===== config.mk =====
export PLATFORM = sky130hd
export DESIGN_NAME = priority_encoder_serializer
export DESIGN_NICKNAME = d
export VERILOG_FILES = /design/src/rtl/priority_encoder_serializer.sv
export SDC_FILE = /design/constraint.sdc
export NUM_CORES = 1
export LEC_CHECK = 0
export CORE_MARGIN = 2
export CORE_UTILIZATION = 61
export CTS_CLUSTER_DIAMETER = 30
export DETAILED_ROUTE_END_ITERATION = 7
export DONT_BUFFER_PORTS = 1
export GPL_TIMING_DRIVEN = 1
export PLACE_DENSITY_LB_ADDON = 0.2
export RECOVER_POWER = 25
export SLEW_MARGIN = 15
export SYNTH_ARGS = -nofsm -noshare
export SYNTH_HDL_FRONTEND = slang
export SYNTH_SLANG_ARGS = --single-unit

===== constraint.sdc =====
create_clock -name clk -period 3 [get_ports clk]
set_clock_uncertainty 0.2 [all_clocks]
set_input_delay 0.15 -clock clk [delete_from_list [all_inputs] [get_ports clk]]
set_output_delay 0.15 -clock clk [all_outputs]
set_load 0.02 [all_outputs]

===== src/rtl/priority_encoder_serializer.sv =====
// Priority encoder serializer: streams the index of every set request bit, lowest index first.
// Define PRIORITY_ENCODER_SERIALIZER_B2B_EN to accept the next vector on the last output beat.
module priority_encoder_serializer #(
  parameter int unsigned WIDTH          = 16,
  parameter int unsigned SPLIT          = 4,
  parameter int unsigned IMPLEMENTATION = 0,
  localparam int unsigned WIDTH_LOG     = $clog2(WIDTH)
) (
  input  logic                 clk,
  input  logic                 rst_n,
  input  logic                 dec_vld,
  output logic                 dec_rdy,
  input  logic [WIDTH-1:0]     dec_vec,
  output logic                 enc_vld,
  input  logic                 enc_rdy,
  output logic [WIDTH_LOG-1:0] enc_idx,
  output logic                 enc_lst,
  output logic [WIDTH_LOG:0]   enc_cnt
);

  localparam int unsigned NumGroups = (WIDTH + SPLIT - 1) / SPLIT;
  localparam int unsigned PadW      = NumGroups * SPLIT;
  localparam int unsigned Pow2W     = 1 << WIDTH_LOG;

  // Every encoder variant scans from bit 0 upwards, so bits above the lowest set bit
  // never influence the result.
  function automatic logic [WIDTH_LOG-1:0] enc_linear(input logic [WIDTH-1:0] v);
    logic [WIDTH_LOG-1:0] r;
    logic                 found;
    r     = '0;
    found = 1'b0;
    for (int unsigned i = 0; i < WIDTH; i++) begin
      if (!found && v[i]) begin
        r     = WIDTH_LOG'(i);
        found = 1'b1;
      end
    end
    return r;
  endfunction

  function automatic logic [WIDTH_LOG-1:0] enc_onehot(input logic [WIDTH-1:0] v);
    logic [WIDTH-1:0]     oh;
    logic [WIDTH_LOG-1:0] r;
    oh = v & (~v + WIDTH'(1));
    r  = '0;
    for (int unsigned i = 0; i < WIDTH; i++) begin
      if (oh[i]) r = r | WIDTH_LOG'(i);
    end
    return r;
  endfunction

  function automatic logic [WIDTH_LOG-1:0] enc_tree(input logic [WIDTH-1:0] v);
    logic [PadW-1:0]      p;
    logic [NumGroups-1:0] any;
    logic [SPLIT-1:0]     grp;
    int unsigned          sel;
    int unsigned          j;
    logic                 found;
    p            = '0;
    p[WIDTH-1:0] = v;
    for (int unsigned g = 0; g < NumGroups; g++) any[g] = |p[g*SPLIT +: SPLIT];
    sel   = 0;
    found = 1'b0;
    for (int unsigned g = 0; g < NumGroups; g++) begin
      if (!found && any[g]) begin
        sel   = g;
        found = 1'b1;
      end
    end
    grp   = p[sel*SPLIT +: SPLIT];
    j     = 0;
    found = 1'b0;
    for (int unsigned k = 0; k < SPLIT; k++) begin
      if (!found && grp[k]) begin
        j     = k;
        found = 1'b1;
      end
    end
    return WIDTH_LOG'(sel * SPLIT + j);
  endfunction

  function automatic logic [WIDTH_LOG-1:0] enc_bsearch(input logic [WIDTH-1:0] v);
    logic [Pow2W-1:0] p;
    logic [Pow2W-1:0] m;
    int unsigned      lo;
    p            = '0;
    p[WIDTH-1:0] = v;
    lo           = 0;
    for (int l = int'(WIDTH_LOG) - 1; l >= 0; l--) begin
      m = (Pow2W'(1) << (32'd1 << l)) - Pow2W'(1);
      if (((p >> lo) & m) == '0) lo = lo + (32'd1 << l);
    end
    return WIDTH_LOG'(lo);
  endfunction

  // Ones up to and including the lowest set bit; their count minus one is the index.
  function automatic logic [WIDTH_LOG-1:0] enc_thermo(input logic [WIDTH-1:0] v);
    logic [WIDTH-1:0] t;
    int unsigned      n;
    t = v ^ (v - WIDTH'(1));
    n = 0;
    for (int unsigned i = 0; i < WIDTH; i++) begin
      if (t[i]) n++;
    end
    return WIDTH_LOG'(n - 1);
  endfunction

  logic [WIDTH-1:0]     rem_q, rem_d, rem_rest;
  logic [WIDTH_LOG:0]   cnt_q, cnt_d;
  logic [WIDTH_LOG-1:0] idx_raw;
  logic                 busy, out_fire, in_fire;

  if (IMPLEMENTATION == 1) begin : g_onehot
    assign idx_raw = enc_onehot(rem_q);
  end else if (IMPLEMENTATION == 2) begin : g_tree
    assign idx_raw = enc_tree(rem_q);
  end else if (IMPLEMENTATION == 3) begin : g_bsearch
    assign idx_raw = enc_bsearch(rem_q);
  end else if (IMPLEMENTATION == 4) begin : g_thermo
    assign idx_raw = enc_thermo(rem_q);
  end else begin : g_linear
    assign idx_raw = enc_linear(rem_q);
  end

  // Clearing the lowest set bit is the same as clearing rem[enc_idx].
  assign rem_rest = rem_q & (rem_q - WIDTH'(1));

  always_comb begin
    busy     = |rem_q;
    enc_vld  = busy;
    enc_idx  = idx_raw;
    enc_lst  = busy && (rem_rest == '0);
    enc_cnt  = busy ? cnt_q : '0;
    out_fire = enc_vld && enc_rdy;
`ifdef PRIORITY_ENCODER_SERIALIZER_B2B_EN
    dec_rdy  = !busy || (out_fire && enc_lst);
`else
    dec_rdy  = !busy;
`endif
    in_fire  = dec_vld && dec_rdy;
    rem_d    = rem_q;
    cnt_d    = cnt_q;
    if (out_fire) begin
      rem_d = rem_rest;
      cnt_d = cnt_q + (WIDTH_LOG + 1)'(1);
    end
    if (in_fire) begin
      rem_d = dec_vec;
      cnt_d = '0;
    end
  end

  always_ff @(posedge clk or negedge rst_n) begin
    if (!rst_n) begin
      rem_q <= '0;
      cnt_q <= '0;
    end else begin
      rem_q <= rem_d;
      cnt_q <= cnt_d;
    end
  end

endmodule


# [Word level (Yosys, flattened, before mapping)]
# Cells that the tools add are included.
[word_totals] reg_bits=21 wordCells=77 inputBits=20 output_inout_bits=12
[op_classes] bitwise_logic=1 n_addsub=2 n_mux=35 reduce_logical=37
[op_table] cell="$mux 4" count=13
[op_table] cell="$mux 16" count=2
[op_table] cell="$logic_and 1x1->1" count=18
[op_table] cell="$and 16x16->16" count=1
[op_table] cell="$logic_not 1->1" count=16
[op_table] cell="$logic_not 16->1" count=1
[op_table] cell="$mux 1" count=16
[op_table] cell="$reduce_or 16->1" count=1
[op_table] cell="$sub 16x1->16 const B" count=1
[op_table] cell="$mux 5" count=3
[op_table] cell="$add 5x1->5 const B" count=1
[op_table] cell="$mux 2" count=1
[op_table] cell="$reduce_bool 2->1" count=1

# [Depth between registers and ports, before layout]
[depth] word_depth=46 mapped_depth=7 mapped_depth_nobuf=6

# [Least setup slack after synthesis]
# OpenSTA, ideal clock, no wires.
[synth_path] kind="reg2out" start="register rem_q[11]" end="output port enc_idx[0]" slack_ps=552 required_ps=2650 arrival_time_ps=2098 n_path_buf=0 path_stages_with_launch=4 path_cell_list="dfrtp_1 -> nor4_1 -> nand3_1 -> o311ai_0"
[synth_between] elab_chain_len=14 elab_cells_between_ends=18 classes_between="mux (9); reduce/logical (9)"
[synth_rtl] element="start, declared" line="108" rtl="logic [WIDTH-1:0] rem_q, rem_d, rem_rest;"
[synth_rtl] element="start signal, assigned" line="158" rtl="rem_q <= rem_d;"
[synth_rtl] element="$logic_and 1x1->1 (*)" line="33" rtl="if (!found && v[i]) begin"
[synth_rtl] element="$mux 1" line="33"
[synth_rtl] element="$logic_not 1->1" line="33"
[synth_rtl] element="$logic_and 1x1->1" line="33"
[synth_rtl] element="$mux 1" line="33"
[synth_rtl] element="$logic_not 1->1" line="33"
[synth_rtl] element="$logic_and 1x1->1" line="33"
[synth_rtl] element="$mux 1" line="33"
[synth_rtl] element="$logic_not 1->1" line="33"
[synth_rtl] element="$logic_and 1x1->1" line="33"
[synth_rtl] element="$mux 1" line="33"
[synth_rtl] element="$logic_not 1->1" line="33"
[synth_rtl] element="$logic_and 1x1->1" line="33"
[synth_rtl] element="$mux 4 (*)" line="33"
[synth_rtl] element="end, declared" line="16" rtl="output logic [WIDTH_LOG-1:0] enc_idx,"
# Mark *: on every way between the ends. The rest lies on a longest branch, timed or not.

# [Worst setup path after layout]
[layout_path] start="register rem_q[2]" end="output port enc_lst"
[layout_between] elab_chain_len=4 elab_cells_between_ends=5 classes_between="add/sub (1); bitwise (1); reduce/logical (3)"
[layout_rtl] element="$sub 16x1->16" line="126" rtl="assign rem_rest = rem_q & (rem_q - WIDTH'(1));"
[layout_rtl] element="$and 16x16->16" line="126"
[layout_rtl] element="$logic_not 16->1" line="132" rtl="enc_lst = busy && (rem_rest == '0);"
[layout_rtl] element="$logic_and 1x1->1 (*)" line="132"
[layout_rtl] element="end, declared" line="17" rtl="output logic enc_lst,"
# Marked as above.

==> impl_metrics.csv <==
group,metric,value,unit
setup_path,crit_fanout,7,
yosys,ys_types,40,
route,dr.pass1.iters,4,
yosys,synthCells,144,
clocking,cts.sinks,21,
global_routing,grt_pass1_wl,5000,um
outcome,outcome,"finished clean",
cells_and_area,diodes,0,
yosys,synth-edff-count,0,
timing,finalCriticalPeriod,2900,ps
yosys,ys_warn_count,0,
worst_hold_path,min_delay_path_depth,4,
cells_and_area,final_common_cell,"nand2_1",
yosys,synth.avg_cell_area,8.73,um2
route,vias_per_cell,6.07,
yosys,ys_seq_elements,21,
timing,rsz0062_at_grt,"no",
clocking,cts_buffer_depth,2,
global_routing,grt_pass1_vias,1064,
die,fp.dieW,49.4,um
clocking,cts-buffers-inserted,3,
cells_and_area,syn_to_final_growth,20.6,%
timing,finalCritPeriodShare,0.968,
clocking,clk_latency,320,ps
timing,final_hold_viol_count,0,
timing,tns,0,ps
timing,setup_viol,0,
die,dieArea,2440,um2
die,die_y,49.4,um
setup_path,endpoint_kind,"output pin",
global_routing,grt_overflow,0,
yosys,synthArstFlopShare,1.00,
setup_path,start_kind,"flip-flop",
route,initialDrtViolationCount,37,
global_routing,grt_max_degree,22,
route,route.detailed.drc,0,
timing,worst_slew_margin_rel,0.371,
cells_and_area,nets,186,
power,ir_drop,0.847,mV
cells_and_area,seq_area,526,um2
die,num_rows,16,
die,core_area,1960,um2
worst_hold_path,hp-class,"primary input to flip-flop",
setup_path,r2r_cells,4,
route,drt-total-wl,3150,um
clocking,htreeDepth,1,
route,detail-route-antenna-nets,0,
clocking,clkTransAtPathRegs,120,ps
timing,hold_ws,15.7,ps
setup_path,worstPathArrival,2550,ps
timing,maxSlewViolCount,0,
setup_path,required,2650,ps
clocking,cts_setup_buffers,0,
setup_path,path_class,"flip-flop to output pin",
cells_and_area,drive_above_1_share,0.110,
yosys,synth_area,1260,um2
flow_run,max_cap_violations,0,
global_routing,antenna_found_initial,0,
clocking,root_buffer,"clkbuf_4",
power,powerDensity,1370,nW/um2
route,wl_per_cell,16.5,um
power,leakage,0.000696,uW
placed_design,hpwl,2040,um
timing,tightestPinTransition,941,ps
global_routing,grt_usage,0.277,
yosys,syn-num-nets,165,
route,routed-via-count,1159,
die,initial_core_util,0.641,
timing,fmax,345,MHz
placed_design,port-buffer-count,0,
cells_and_area,multi_input_area,703,um2
cells_and_area,fill_cells,155,
yosys,ys_seq_area_frac,0.418,
yosys,ys.flop_type,"dfrtp_1",
placed_design,gp_congestion,0.852,
die,io_pins,32,
cells_and_area,mostFrequentLayoutCells,"nand2_1, dfrtp_1, dlygate4sd3_1, o21ai_0",
clocking,tritoncts,"built",
[repair_timing]
item	in CTS	in global routing
hold endpoints to repair	42	0
gates resized for setup	0	3
hold buffers	19	0
endpoints found under the setup margin	0	1
[registers in the layout, indices dropped and copies added, names as in the netlist]
register  cells
cnt_q         5
rem_q        16
[through the flow]
stage                     area (um2)  utilization  instances  power (uW)  setup slack [ps]
after floorplan                 1260            -        144        1600               552
after global placement          1280        0.652        168        1820               492
after detailed placement        1280        0.652        168        1860               417
after CTS                       1500        0.763        191        2030               133
after global routing            1520        0.773        191        2240              25.0
final                           1520        0.773        191        2080              97.3
[area by class of cell]
cell class / count / area share
flip-flops and latches: 21 / 0.347
inverters: 6 / 0.0149
clock buffers: 4 / 0.0173
repair buffers: 21 / 0.135
well taps: 27 / 0.0223
multi-input cells: 112 / 0.464
[where the power goes]
part | internal (uW) | total (uW) | switching, uW
Sequential | 395 | 588 | 193
Clock | 52.2 | 144 | 91.5
Combinational | 502 | 1350 | 847
Total | 949 | 2080 | 1130
[logic make-up after synthesis]
group | count (synthesis) | synth area share
AOI/OAI and AO/OA | 43 | 0.226
xor gates and xnor gates | 2 | 0.0139
adders and majority gates | 2 | 0.0189
buffers and inverters | 11 | 0.0388
DFF | 21 | 0.418
muxes | 1 | 0.00796
and+or+nand+nor | 64 | 0.277
[synthesized netlist by cell type (all sizes together), types with 4 or more instances]
master	instances	area, um2
a21oi	8	43.8
a22o	8	70.1
and2	5	31.3
dfrtp	21	526
inv	6	22.5
nand2	26	97.6
nand3	4	20.0
nor2	9	41.3
nor3	4	20.0
nor4	4	43.8
o21ai	15	75.1
or3	4	30.0
[critical path, cell delays in order, from the launching register on]
cell	delay [ps]
dfrtp_1	490
or4_4	610
or3_4	380
maj3_2	310
o21ai_1	110
and4_1	330
[per-layer routing]
layer / GRT usage / up-vias / routed length [um] / part of all wire
met1: 0.361 / 535 / 1340 / 0.42
met3: 0.0982 / 6 / 274 / 0.087
met2: 0.428 / 52 / 1490 / 0.47
li1: - / 566 / - / -
met5: 0 / - / 0 / 0
met4: 0.0972 / 0 / 41 / 0.013
[path summary, 6_finish.rpt]
kind	from	to	slack (ps)
max in group asynchronous	rst_n	rem_q[4]$_DFFE_PN0P_	1820
worst min-delay path	enc_rdy	cnt_q[2]$_DFFE_PN0P_	20
worst max-delay path	rem_q[2]$_DFFE_PN0P_	enc_lst	100
min in group asynchronous	rst_n	rem_q[8]$_DFFE_PN0P_	200
worst max register to register	rem_q[2]$_DFFE_PN0P_	rem_q[12]$_DFFE_PN0P_	530
worst min register to register	cnt_q[4]$_DFFE_PN0P_	cnt_q[4]$_DFFE_PN0P_	280
Note: power is estimated with default switching activity, not from simulation.
